**src/rtl/rle_encoder_pkg.sv**
```systemverilog
// Shared constants and state type for the run-length encoder.
package rle_encoder_pkg;
  localparam int unsigned N_COEF     = 8;
  localparam int unsigned DEF_COEF_W = 12;
  localparam int unsigned DEF_RUN_W  = 4;
  localparam int unsigned IDX_W      = 3;
  localparam logic [IDX_W-1:0] IDX_LAST = IDX_W'(N_COEF - 1);

  typedef enum logic [1:0] {
    IDLE = 2'd0,
    SCAN = 2'd1,
    EMIT = 2'd2
  } state_t;
endpackage

```
**src/rtl/rle_encoder_if.sv**
```systemverilog
// Block input stream and (run, value) pair output stream of the encoder.
interface rle_encoder_if
  import rle_encoder_pkg::*;
#(
  parameter int unsigned COEF_W = DEF_COEF_W,
  parameter int unsigned RUN_W  = DEF_RUN_W
) ();
  logic                     in_valid;
  logic                     in_ready;
  logic signed [COEF_W-1:0] coef_z [N_COEF];
  logic                     out_valid;
  logic                     out_ready;
  logic [RUN_W-1:0]         out_run;
  logic signed [COEF_W-1:0] out_value;
  logic                     out_last;

  modport slave (
    input  in_valid, coef_z, out_ready,
    output in_ready, out_valid, out_run, out_value, out_last
  );

  modport master (
    output in_valid, coef_z, out_ready,
    input  in_ready, out_valid, out_run, out_value, out_last
  );
endinterface

```
**src/rtl/rle_coef_buffer.sv**
```systemverilog
// Eight-entry coefficient latch with an index-selected read port and zero flag.
module rle_coef_buffer
  import rle_encoder_pkg::*;
#(
  parameter int unsigned COEF_W = DEF_COEF_W
) (
  input  logic                     clk,
  input  logic                     rst_n,
  input  logic                     i_load,
  input  logic signed [COEF_W-1:0] i_coef [N_COEF],
  input  logic [IDX_W-1:0]         i_idx,
  output logic signed [COEF_W-1:0] o_coef,
  output logic                     o_zero
);
  logic signed [COEF_W-1:0] r_buf [N_COEF];

  always_ff @(posedge clk or negedge rst_n) begin
    if (!rst_n) begin
      r_buf <= '{default: '0};
    end else if (i_load) begin
      r_buf <= i_coef;
    end
  end

  assign o_coef = r_buf[i_idx];
  assign o_zero = (o_coef == '0);
endmodule

```
**src/rtl/rle_encoder.sv**
```systemverilog
// Run-length encoder: scans a latched 8-coefficient block and emits
// (zero-run, value) pairs, collapsing trailing zeros into one EOB pair.
module rle_encoder
  import rle_encoder_pkg::*;
#(
  parameter int unsigned COEF_W = DEF_COEF_W,
  parameter int unsigned RUN_W  = DEF_RUN_W
) (
  input  logic          clk,
  input  logic          rst_n,
  input  logic          en,
  rle_encoder_if.slave  bus,
  output logic          busy
);
  state_t                   r_state, w_state;
  logic [IDX_W-1:0]         r_idx, w_idx;
  logic [RUN_W-1:0]         r_run, w_run;
  logic                     r_out_valid, w_out_valid;
  logic [RUN_W-1:0]         r_out_run, w_out_run;
  logic signed [COEF_W-1:0] r_out_value, w_out_value;
  logic                     r_out_last, w_out_last;
  logic                     w_load;
  logic signed [COEF_W-1:0] w_coef;
  logic                     w_zero;

  assign w_load = en && (r_state == IDLE) && bus.in_valid;

  rle_coef_buffer #(.COEF_W(COEF_W)) u_buf (
    .clk    (clk),
    .rst_n  (rst_n),
    .i_load (w_load),
    .i_coef (bus.coef_z),
    .i_idx  (r_idx),
    .o_coef (w_coef),
    .o_zero (w_zero)
  );

  always_ff @(posedge clk or negedge rst_n) begin
    if (!rst_n) begin
      r_state     <= IDLE;
      r_idx       <= '0;
      r_run       <= '0;
      r_out_valid <= 1'b0;
      r_out_run   <= '0;
      r_out_value <= '0;
      r_out_last  <= 1'b0;
    end else begin
      r_state     <= w_state;
      r_idx       <= w_idx;
      r_run       <= w_run;
      r_out_valid <= w_out_valid;
      r_out_run   <= w_out_run;
      r_out_value <= w_out_value;
      r_out_last  <= w_out_last;
    end
  end

  // With en low every next value equals its register, freezing the block.
  always_comb begin
    w_state     = r_state;
    w_idx       = r_idx;
    w_run       = r_run;
    w_out_valid = r_out_valid;
    w_out_run   = r_out_run;
    w_out_value = r_out_value;
    w_out_last  = r_out_last;
    if (en) begin
      unique case (r_state)
        IDLE: begin
          if (bus.in_valid) begin
            w_state = SCAN;
            w_idx   = '0;
            w_run   = '0;
          end
        end
        SCAN: begin
          if (w_zero && (r_idx != IDX_LAST)) begin
            w_run = r_run + 1'b1;
            w_idx = r_idx + 1'b1;
          end else begin
            // A zero at the final slot becomes the EOB pair, counting itself.
            w_state     = EMIT;
            w_out_valid = 1'b1;
            w_out_run   = w_zero ? r_run + 1'b1 : r_run;
            w_out_value = w_coef;
            w_out_last  = w_zero || (r_idx == IDX_LAST);
          end
        end
        EMIT: begin
          if (bus.out_ready) begin
            w_out_valid = 1'b0;
            w_run       = '0;
            if (r_out_last) begin
              w_state = IDLE;
              w_idx   = '0;
            end else begin
              w_state = SCAN;
              w_idx   = r_idx + 1'b1;
            end
          end
        end
        default: w_state = IDLE;
      endcase
    end
  end

  assign bus.in_ready  = en && (r_state == IDLE);
  assign bus.out_valid = r_out_valid;
  assign bus.out_run   = r_out_run;
  assign bus.out_value = r_out_value;
  assign bus.out_last  = r_out_last;
  assign busy          = (r_state != IDLE);
endmodule
```
**src/flat_wrapper.sv**
```systemverilog
// flat-port wrapper written by rule: the top's interface ports become plain ports
module rle_encoder_flat import rle_encoder_pkg::*;
#(
  parameter int unsigned COEF_W = DEF_COEF_W,
  parameter int unsigned RUN_W  = DEF_RUN_W
)
  (clk, rst_n, en, busy, bus_in_valid, bus_coef_z, bus_out_ready, bus_in_ready, bus_out_valid, bus_out_run, bus_out_value, bus_out_last);
  rle_encoder_if #(.COEF_W(COEF_W), .RUN_W(RUN_W)) bus_i ();
  input  logic clk;
  input  logic rst_n;
  input  logic en;
  output logic busy;
  input wire logic [$bits(bus_i.in_valid)-1:0] bus_in_valid;
  input wire logic [$bits(bus_i.coef_z)-1:0] bus_coef_z;
  input wire logic [$bits(bus_i.out_ready)-1:0] bus_out_ready;
  output wire logic [$bits(bus_i.in_ready)-1:0] bus_in_ready;
  output wire logic [$bits(bus_i.out_valid)-1:0] bus_out_valid;
  output wire logic [$bits(bus_i.out_run)-1:0] bus_out_run;
  output wire logic [$bits(bus_i.out_value)-1:0] bus_out_value;
  output wire logic [$bits(bus_i.out_last)-1:0] bus_out_last;
  assign bus_i.in_valid = bus_in_valid;
  assign bus_i.coef_z = {>>{bus_coef_z}};
  assign bus_i.out_ready = bus_out_ready;
  assign bus_in_ready = bus_i.in_ready;
  assign bus_out_valid = bus_i.out_valid;
  assign bus_out_run = bus_i.out_run;
  assign bus_out_value = bus_i.out_value;
  assign bus_out_last = bus_i.out_last;
  rle_encoder #(.COEF_W(COEF_W), .RUN_W(RUN_W)) u_core (.clk(clk), .rst_n(rst_n), .en(en), .bus(bus_i), .busy(busy));
endmodule
```
**config.mk**
```make
export PLATFORM = sky130hd
export DESIGN_NAME = rle_encoder_flat
export DESIGN_NICKNAME = d
export VERILOG_FILES = /design/src/rtl/rle_encoder_pkg.sv /design/src/rtl/rle_encoder_if.sv /design/src/rtl/rle_coef_buffer.sv /design/src/rtl/rle_encoder.sv /design/src/flat_wrapper.sv
export SDC_FILE = /design/constraint.sdc
export NUM_CORES = 1
export LEC_CHECK = 0
export ABC_AREA = 1
export BUFFER_PORTS_ARGS = -buffer_cell sky130_fd_sc_hd__clkbuf_2
export CORE_MARGIN = 2
export CORE_UTILIZATION = 25
export CTS_CLUSTER_DIAMETER = 200
export CTS_CLUSTER_SIZE = 28
export DETAILED_ROUTE_END_ITERATION = 8
export PLACE_DENSITY = 0.48
export SYNTH_ARGS = -nofsm -noshare
export SYNTH_HDL_FRONTEND = slang
export SYNTH_HIERARCHICAL = 1
export SYNTH_SLANG_ARGS = --single-unit
export TNS_END_PERCENT = 50
```
**constraint.sdc**
```tcl
create_clock -name clk -period 2.2 [get_ports clk]
set_input_delay 0.44 -clock clk [delete_from_list [all_inputs] [get_ports clk]]
set_output_delay 0.44 -clock clk [all_outputs]
set_load 0.02 [all_outputs]
```
==> results of run 1 <==
cell families (layout without fill, tap and decap cells):
group	count (synthesis)	in the layout	share of synthesized area (%)
flip-flops	123	123	50.4
AND/OR/NAND/NOR	367	367	24.4
adder cells (fa/ha/maj)	8	8	1.64
AO/OA/AOI/OAI	105	105	9.45
XOR/XNOR	1	1	0.144
multiplexers	16	16	2.95
buffers and inverters	149	304	10.9
timing repair:
item	CTS	global route
resized for setup	5	32
hold buffers	1	0
cloned	1	0
endpoints found under the hold margin	14	0
setup buffers	3	3
endpoints found under the setup margin	25	27
pin swaps	4	20
Yosys cell counts, drive strengths merged:
| master | count | area [µm²] |
|---|---|---|
| nand4 | 1 | 6.26 |
| dfrtp | 123 | 3080 |
| a21oi | 6 | 30.0 |
| mux2 | 16 | 180 |
| or2 | 1 | 6.26 |
| and2 | 1 | 6.26 |
| o21ai | 88 | 444 |
| nand2 | 290 | 1100 |
| xnor2 | 1 | 8.76 |
| o211ai | 11 | 103 |
| buf | 25 | 198 |
| clkbuf | 14 | 52.6 |
| nand3 | 60 | 318 |
| ha | 8 | 100 |
| inv | 110 | 418 |
| nor2 | 14 | 57.6 |
worst paths after layout:
kind                                                      start                              endpoint  slack, ns  cells past startpoint
min in group asynchronous                                 rst_n    u_core/u_buf/r_buf[92]$_DFFE_PN0P_       0.46                      2
max reg2reg                         u_core/r_idx[0]$_DFFE_PN0P_           u_core/r_idx[1]$_DFFE_PN0P_       0.07                     16
max                                 u_core/r_idx[0]$_DFFE_PN0P_           u_core/r_idx[1]$_DFFE_PN0P_       0.07                     16
min                                              bus_coef_z[52]    u_core/u_buf/r_buf[52]$_DFFE_PN0P_       0.23                      3
min reg2reg                u_core/bus.out_value[11]$_DFFE_PN0P_  u_core/bus.out_value[11]$_DFFE_PN0P_       0.47                      2
max in group asynchronous                                 rst_n           u_core/r_idx[0]$_DFFE_PN0P_       1.09                      3
critical path: stages (launching register included):
cell	delay [ns]
dfrtp_2	0.47
clkinv_4	0.11
buf_12	0.15
nand2_1	0.06
nand3_1	0.09
nand3_1	0.14
nand2_2	0.11
nand2_1	0.06
nor2_2	0.09
nand2_2	0.08
nor2_4	0.13
buf_6	0.12
nand3_4	0.10
nand2_4	0.11
nand2_4	0.07
nand2_1	0.08
nand2_1	0.05
through the flow:
step | cells | setup slack, ns | power (µW)
floorplan | 769 | 0.204 | 6500
global placement | 1210 | -0.0817 | 8150
detailed placement | 1210 | -0.0978 | 8190
CTS | 1247 | 0.00178 | 11400
global route | 1248 | -0.0710 | 12300
finish | 1248 | 0.0674 | 11300
per-layer routing:
layer  vias to the layer above  wire length, µm
li1                       2669                -
met3                        18              691
met2                        97             8450
met5                         -                0
met1                      2436             7860
met4                         0              351
report_power, final:
part / internal [µW] / leakage (µW) / total [µW] / switching, µW
registers: 3260 / 0.00153 / 3650 / 392
logic: 1890 / 0.00227 / 4720 / 2830
clock network: 1950 / 0.000310 / 2980 / 1030
registers in the layout, summed over array words and instances (netlist names):
register,count
u_core/bus.out_value,12
u_core/u_buf/r_buf,96
u_core/r_run,4
u_core/bus.out_last,1
u_core/bus.out_run,4
u_core/r_idx,3
u_core/bus.out_valid,1
u_core/r_state,2
cell type report:
type | instances | area share [%]
Inverter | 110 | 5.25
Timing Repair Buffer | 162 | 13.1
Clock buffer | 20 | 5.67
Sequential cell | 123 | 38.2
Clock inverter | 12 | 2.11
Multi-Input combinational cell | 497 | 30.6
Tap cell | 324 | 5.03
==> flow_metrics.py, run 1 <==
metrics = {
    "run_status": {
        "run_status": "completed",
    },
    "cells_and_area": {
        "fin_nets": 1020,
        "seq_area_um2": 3080,
        "final_common_cell": "nand2_1",
        "drive_above_1_share_pct": 27.2,
        "antenna_cells": 0,
        "final_area_um2": 8060,
        "fillCellCount": 2673,
        "area_growth_pct": 32.1,
        "final_util_pct": 33.4,
        "multi_input_area_um2": 2470,
        "final_cell_mix": "nand2_1, dfrtp_1, clkbuf_2",
    },
    "placement": {
        "hpwl_mm": 12.7,
        "io_buffers": 120,
        "place.gp.congestion": 0.787,
        "placed_cell_area_um2": 7260,
    },
    "clock_network": {
        "clk_pin_slew_ns": 0.06,
        "insertion_delay_ns": 0.42,
        "cts_max_level": 4,
        "root_buffer": "clkbuf_16",
        "numCtsBuffers": 17,
        "clock-sinks": 123,
        "cts_tree": "done",
        "cts.path.max_buffers": 2,
    },
    "run": {
        "cap_violations": 0,
    },
    "timing": {
        "whs_ns": 0.233,
        "tns_ns": 0,
        "worst_slew_pin_slew_ns": 0.407,
        "min_period_over_period_pct": 96.9,
        "slew_headroom_pct": 72.9,
        "final_hold_viol_count": 0,
        "drv_slew": 0,
        "fin_crit_ns": 2.13,
        "setup_violations": 0,
        "clock_skew_ns": 0.0101,
        "max_freq_mhz": 469,
        "rsz0062_at_grt": "true",
    },
    "power": {
        "irDropWorstVdd_v": 0.000573,
        "p_leak_uw": 0.00410,
        "cellPowerDensity_nw_per_um2": 1410,
    },
    "setup_path": {
        "cp.required_ns": 2.50,
        "cp_max_fo": 18,
        "worstSetupPathType": "register to register",
        "cp-start-kind": "register",
        "cp-end-kind": "register",
        "arrival_ns": 2.43,
    },
    "global_routing": {
        "grtUsageTotal_pct": 14.3,
        "grt_pass1_vias": 5511,
        "grt-busiest-layer": "met2",
        "grt_max_degree": 77,
        "grtUsageMet1_pct": 17.9,
        "grt_overflow_total": 0,
        "grt_pass1_wl_mm": 28.7,
        "antenna_found_initial": 0,
        "globalRouteMet2Util_pct": 24.3,
        "met3_usage_pct": 3.14,
    },
    "floorplanning": {
        "start_util_pct": 25.3,
        "row_count": 57,
        "coreArea_um2": 24100,
        "fp.dieH_um": 160,
        "die_w_um": 160,
        "dieArea_um2": 25700,
        "ioPinCount": 121,
    },
    "drt": {
        "drc_errors": 0,
        "wl_mm": 17.4,
        "viasPerCell": 4.18,
        "wl_per_cell_um": 13.9,
        "postRouteAntennaNets": 0,
        "drt-initial-drc-count": 326,
        "firstDrtPassIters": 4,
        "vias": 5220,
    },
    "hold_path": {
        "hp-class": "primary input to register",
    },
    "synth": {
        "synth-warning-count": 6,
        "netlist_area_um2": 6100,
        "ys_seq_elements": 123,
        "synth_fp_nets": 878,
        "seq_area_frac_synth_pct": 50.4,
        "avgSynthCellArea_um2": 7.94,
        "ys_types": 27,
        "synth_cells": 769,
    },
}
No activity file was read; power rests on OpenSTA's default activity.
==> run 2, diff against run 1 <==
--- a/config.mk
+++ b/config.mk
@@ -12,7 +12,7 @@
 export CTS_CLUSTER_DIAMETER = 200
 export CTS_CLUSTER_SIZE = 28
 export DETAILED_ROUTE_END_ITERATION = 8
-export PLACE_DENSITY = 0.48
+export PLACE_DENSITY = 0.5
 export SYNTH_ARGS = -nofsm -noshare
 export SYNTH_HDL_FRONTEND = slang
 export SYNTH_HIERARCHICAL = 1
==> constraint.sdc (replaced) <==
create_clock -name clk -period 1.7 [get_ports clk]
set_input_delay 0.34 -clock clk [delete_from_list [all_inputs] [get_ports clk]]
set_output_delay 0.34 -clock clk [all_outputs]
set_load 0.02 [all_outputs]
==> run 2 against run 1 <==
Net effect: the run now ends with negative setup slack left; first-iteration DRC count decreased by 10%; worst hold slack got worse by 0.11 ns; routed wire length increased by 5.1%; non-clock buffer count increased by 58; critical path type unchanged; critical endpoint is now u_core/bus.out_value[11]$_DFFE_PN0P_; largest power group unchanged.
==> flow_metrics.py, run 2 (synthesis gave the netlist of run 1 again) <==
metrics = {
    "cells_and_area": {
        "multi_input_area_um2": 2630,
        "largest_reg_flops": 96,
        "antenna_cells": 0,
        "drive_above_1_share_pct": 35.5,
        "fillCellCount": 2567,
        "seq_area_um2": 3080,
        "area_growth_pct": 45.3,
        "top_register": "u_core/u_buf/r_buf",
        "final_common_cell": "nand2_1",
        "final_cell_mix": "nand2_1, dfrtp_1, clkbuf_2",
        "fin_nets": 1078,
    },
    "power": {
        "cellPowerDensity_nw_per_um2": 1870,
        "p_leak_uw": 0.00450,
        "comb_power_share_pct": 48.9,
        "pwr-share-seq_pct": 28.4,
        "pwr-share-clk_pct": 22.7,
        "p_int_uw": 10400,
        "p_switching_uw": 6130,
        "irDropWorstVdd_v": 0.000747,
        "swShare_pct": 37.0,
        "total_power_uw": 16600,
    },
    "setup_path": {
        "arrival_ns": 2.48,
        "cp-start-kind": "register",
        "rr_startpoint": "u_core/r_idx[0]$_DFFE_PN0P_",
        "cp_max_fo": 8,
        "cp.required_ns": 2.06,
        "critPathLaunch": "u_core/r_idx[0]$_DFFE_PN0P_",
        "worstSetupPathType": "register to register",
        "cp-end-kind": "register",
    },
    "placement": {
        "hpwl_mm": 13.1,
        "io_buffers": 120,
        "place.gp.congestion": 0.805,
        "pre_cts_ws_ns": -0.519,
    },
    "global_routing": {
        "grt_pass1_vias": 5567,
        "grtUsageTotal_pct": 14.6,
        "grt_max_degree": 43,
        "grt_pass1_wl_mm": 29.1,
        "grt_overflow_total": 0,
        "antenna_found_initial": 1,
    },
    "drt": {
        "drc_errors": 0,
        "wl_mm": 18.2,
        "viasPerCell": 4.21,
        "wl_per_cell_um": 14.0,
        "firstDrtPassIters": 5,
        "postRouteAntennaNets": 0,
        "drt-initial-drc-count": 292,
        "vias": 5493,
    },
    "floorplanning": {
        "fp.dieH_um": 160,
        "die_w_um": 160,
        "ioPinCount": 121,
        "row_count": 57,
        "start_util_pct": 25.3,
        "dieArea_um2": 25700,
        "coreArea_um2": 24100,
    },
    "clock_network": {
        "cts_tree": "done",
        "clk_pin_slew_ns": 0.06,
        "cts_max_level": 4,
        "insertion_delay_ns": 0.43,
        "clock-sinks": 123,
        "cts.path.max_buffers": 2,
        "root_buffer": "clkbuf_16",
        "numCtsBuffers": 17,
    },
    "timing": {
        "worst_slew_pin_slew_ns": 0.448,
        "setup_ws_ns": -0.424,
        "fin_crit_ns": 2.12,
        "drv_slew": 0,
        "rsz0062_at_grt": "true",
        "min_period_over_period_pct": 125,
        "final_hold_viol_count": 0,
        "max_freq_mhz": 471,
        "clock_skew_ns": 0.0129,
        "slew_headroom_pct": 70.1,
        "setup_violations": 28,
    },
    "run_status": {
        "violations": "negative setup slack",
        "run_status": "finished with violations",
    },
    "run": {
        "cap_violations": 0,
    },
    "hold_path": {
        "min_from": "bus_coef_z[11]",
        "hp-class": "primary input to register",
    },
}
==> run 2: what timing repair did <==
item                       in CTS  in global routing
setup buffers                  20                  2
cloned                          1                  4
pin swaps                      19                 32
hold endpoints to repair       26                  0
setup endpoints to repair      29                 29
hold buffers                    1                  0
gates resized for setup        56                 47
==> run 2: path summary, 6_finish.rpt <==
check	to	slack, ns	cells past startpoint
max reg2reg	u_core/bus.out_value[11]$_DFFE_PN0P_	-0.42	16
max	u_core/bus.out_value[11]$_DFFE_PN0P_	-0.42	16
min in group asynchronous	u_core/bus.out_value[8]$_DFFE_PN0P_	0.43	2
max in group asynchronous	u_core/u_buf/r_buf[62]$_DFFE_PN0P_	0.72	3
min	u_core/u_buf/r_buf[11]$_DFFE_PN0P_	0.13	3
min reg2reg	u_core/bus.out_valid$_DFFE_PN0P_	0.47	2
==> run 2: metrics by stage <==
stage	utilization [%]	instance area, µm²	std cells	hold slack, ns	setup TNS (ns)
floorplan	-	6120	769	0.0444	-5.34
global placement	31.5	7590	1247	0.325	-12.26
detailed placement	31.5	7590	1247	0.327	-12.48
CTS	35.8	8620	1301	0.107	-10.95
global route	36.8	8860	1306	0.120	-14.46
finish	36.8	8860	1306	0.125	-10.83
==> run 2: area by class of cell <==
cell class | count | share of cell area (%)
Timing Repair Buffer | 220 | 19.3
Sequential cell | 123 | 34.7
Multi-Input combinational cell | 497 | 29.7
Tap cell | 324 | 4.57
Clock inverter | 12 | 1.86
Clock buffer | 20 | 5.04
Inverter | 110 | 4.83
==> run 2: per-layer routing <==
layer | vias up | share of wire, % | global-route usage [%]
li1 | 2797 | - | -
met1 | 2569 | 45 | 18.7
met5 | - | 0.060 | 0
met3 | 18 | 4.3 | 3.82
met4 | 2 | 1.2 | 4.14
met2 | 107 | 50 | 24.3
==> run 2: critical path, stage by stage (launching register included) <==
cell	delay, ns
dfrtp_2	0.44
clkinv_4	0.10
buf_12	0.11
buf_12	0.13
nand2_2	0.05
nand3_2	0.06
nand3_2	0.11
nand2_2	0.10
nand2_1	0.05
nor2_1	0.11
nand2_2	0.09
nor2_4	0.19
nand2_4	0.08
nand3_4	0.15
clkbuf_16	0.19
nand2_2	0.04
nand2_1	0.05
==> run 2: power groups by stage <==
stage	registers, µW	logic (µW)	clock network [µW]
4_1_cts	4710	7530	3860
5_1_grt	4850	8960	4000
2_1_floorplan	4790	3640	0
3_3_place_gp	4720	6290	0
3_5_place_dp	4750	6310	0
6_report	4700	8090	3760
==> run 3, diff against run 2 <==
--- a/config.mk
+++ b/config.mk
@@ -6,13 +6,15 @@
 export NUM_CORES = 1
 export LEC_CHECK = 0
 export ABC_AREA = 1
+export ABC_CLOCK_PERIOD_IN_PS = 1700
 export BUFFER_PORTS_ARGS = -buffer_cell sky130_fd_sc_hd__clkbuf_2
 export CORE_MARGIN = 2
 export CORE_UTILIZATION = 25
 export CTS_CLUSTER_DIAMETER = 200
 export CTS_CLUSTER_SIZE = 28
 export DETAILED_ROUTE_END_ITERATION = 8
-export PLACE_DENSITY = 0.5
+export GPL_TIMING_DRIVEN = 0
+export PLACE_DENSITY = 0.48
 export SYNTH_ARGS = -nofsm -noshare
 export SYNTH_HDL_FRONTEND = slang
 export SYNTH_HIERARCHICAL = 1
==> run 3 against run 2 <==
Net effect: fmax shrank 7.4%; largest power group unchanged; critical endpoint is now u_core/bus.out_value[2]$_DFFE_PN0P_; via count grew 2.3%; die area is the same; clock power grew 4%; highest routed layer is now met4; sequential power is essentially flat; clock skew shrank 0.00081 ns; the run still ends with negative setup slack left.
==> flow_metrics.py, run 3 (synthesis gave the netlist of run 1 again) <==
metrics = {
    "floorplanning": {
        "fp.dieH_um": 160,
        "row_count": 57,
        "start_util_pct": 25.3,
        "coreArea_um2": 24100,
        "dieArea_um2": 25700,
        "ioPinCount": 121,
        "die_w_um": 160,
    },
    "drt": {
        "wl_per_cell_um": 16.0,
        "drt-initial-drc-count": 314,
        "wl_mm": 20.8,
        "firstDrtPassIters": 5,
        "vias": 5619,
        "viasPerCell": 4.33,
        "drc_errors": 0,
        "postRouteAntennaNets": 0,
    },
    "global_routing": {
        "grt_overflow_total": 0,
        "grt_pass1_wl_mm": 31.7,
        "antenna_found_initial": 0,
        "grtUsageTotal_pct": 16.3,
        "grt_pass1_vias": 5633,
        "grt_max_degree": 77,
    },
    "setup_path": {
        "cp.required_ns": 2.00,
        "worstSetupPathType": "register to register",
        "cp-end-kind": "register",
        "cp-start-kind": "register",
        "r2r_cells": 18,
        "cp_max_fo": 6,
        "arrival_ns": 2.60,
    },
    "timing": {
        "min_period_over_period_pct": 135,
        "slew_headroom_pct": 70.8,
        "final_hold_viol_count": 0,
        "worst_slew_pin_slew_ns": 0.439,
        "fin_crit_ns": 2.29,
        "clock_skew_ns": 0.0121,
        "setup_ws_ns": -0.594,
        "setup_violations": 27,
        "drv_slew": 0,
        "max_freq_mhz": 436,
        "rsz0062_at_grt": "true",
    },
    "placement": {
        "io_buffers": 120,
        "place.gp.congestion": 0.765,
        "post-place-cells": 1214,
        "hpwl_mm": 14.3,
        "placed_cell_area_um2": 7170,
    },
    "power": {
        "cellPowerDensity_nw_per_um2": 1860,
        "irDropWorstVdd_v": 0.000686,
        "p_leak_uw": 0.00445,
    },
    "cells_and_area": {
        "fin_nets": 1069,
        "multi_input_area_um2": 2640,
        "top_register": "u_core/u_buf/r_buf",
        "final_cell_mix": "nand2_1, clkbuf_2, dfrtp_1",
        "final_area_um2": 8850,
        "largest_reg_flops": 96,
        "fillCellCount": 2563,
        "drive_above_1_share_pct": 35.4,
        "area_growth_pct": 45.0,
        "antenna_cells": 0,
        "fin_cells": 1297,
        "seq_area_um2": 3080,
        "final_common_cell": "nand2_1",
    },
    "clock_network": {
        "cts_tree": "done",
        "numCtsBuffers": 17,
        "insertion_delay_ns": 0.42,
        "cts_max_level": 4,
        "root_buffer": "clkbuf_16",
        "clk_pin_slew_ns": 0.06,
        "clock-sinks": 123,
        "cts.path.max_buffers": 2,
    },
    "run_status": {
        "run_status": "finished with violations",
        "violations": "negative setup slack",
    },
    "hold_path": {
        "hold_depth": 3,
        "hp-class": "primary input to register",
    },
    "run": {
        "cap_violations": 0,
    },
}
run 3: worst paths after layout:
| kind | from | to | slack, ns |
|---|---|---|---|
| max | u_core/r_idx[0]$_DFFE_PN0P_ | u_core/bus.out_value[2]$_DFFE_PN0P_ | -0.59 |
| min | bus_coef_z[53] | u_core/u_buf/r_buf[53]$_DFFE_PN0P_ | 0.13 |
| max reg2reg | u_core/r_idx[0]$_DFFE_PN0P_ | u_core/bus.out_value[2]$_DFFE_PN0P_ | -0.59 |
| min reg2reg | u_core/bus.out_valid$_DFFE_PN0P_ | u_core/bus.out_valid$_DFFE_PN0P_ | 0.47 |
| max in group asynchronous | rst_n | u_core/r_idx[0]$_DFFE_PN0P_ | 0.51 |
| min in group asynchronous | rst_n | u_core/u_buf/r_buf[83]$_DFFE_PN0P_ | 0.43 |
run 3: timing repair:
| action | 4_1_cts | 5_1_grt |
|---|---|---|
| endpoints found under the hold margin | 47 | 0 |
| pin swaps | 6 | 29 |
| resized for setup | 96 | 86 |
| buffers inserted | 23 | 18 |
| cloned | 9 | 2 |
| hold buffers | 1 | 0 |
| setup endpoints to repair | 125 | 124 |
run 3: routing by layer:
layer  global-route usage [%]  vias up  routed length, µm
met3                     3.32       16               1040
li1                         -     2780                  -
met2                     26.2      130               9750
met5                        0        -                  0
met1                     22.5     2693               9760
met4                     4.38        0                235
run 3: stage by stage:
| step | setup slack (ns) | total power (µW) | TNS, ns | util (%) | hold slack (ns) |
|---|---|---|---|---|---|
| detailed placement | -0.910 | 10300 | -65.36 | 29.7 | 0.324 |
| CTS | -0.523 | 15600 | -17.90 | 35.2 | 0.111 |
| floorplan | -0.242 | 8430 | -5.34 | - | 0.0444 |
| global route | -0.700 | 17600 | -17.63 | 36.7 | 0.130 |
| global placement | -1.91 | 10200 | -296.63 | 29.6 | 0.462 |
| finish | -0.594 | 16400 | -14.76 | 36.7 | 0.129 |
run 3: power breakdown:
group | internal (µW) | switching [µW] | total [µW]
Clock | 2500 | 1420 | 3920
Sequential | 4220 | 484 | 4700
Combinational | 3390 | 4420 | 7810
Total | 10100 | 6320 | 16400
run 3: cell type report:
| cell class | instances | share of cell area, % |
|---|---|---|
| Buffer | 38 | 4.81 |
| Multi-Input combinational cell | 497 | 29.9 |
| Timing Repair inverter | 1 | 0.127 |
| Timing Repair Buffer | 172 | 13.8 |
| Clock buffer | 19 | 5.01 |
| Clock inverter | 13 | 2.15 |
| Sequential cell | 123 | 34.8 |
| Inverter | 110 | 4.87 |
| Tap cell | 324 | 4.58 |
run 3: critical path: stages, from the launching register on:
cell and delay [ns]:
dfrtp_2 0.39, buf_12 0.16, buf_12 0.13, buf_6 0.13, nand2_1 0.07, nand3_2 0.09
nand3_2 0.10, nand2_2 0.09, nand2_1 0.06, nor2_2 0.11, nand2_2 0.07, nor2_4 0.11
buf_6 0.13, nand2_4 0.06, nand3_4 0.11, clkinv_4 0.09, buf_6 0.14, nand2_2 0.07
nand2_2 0.05
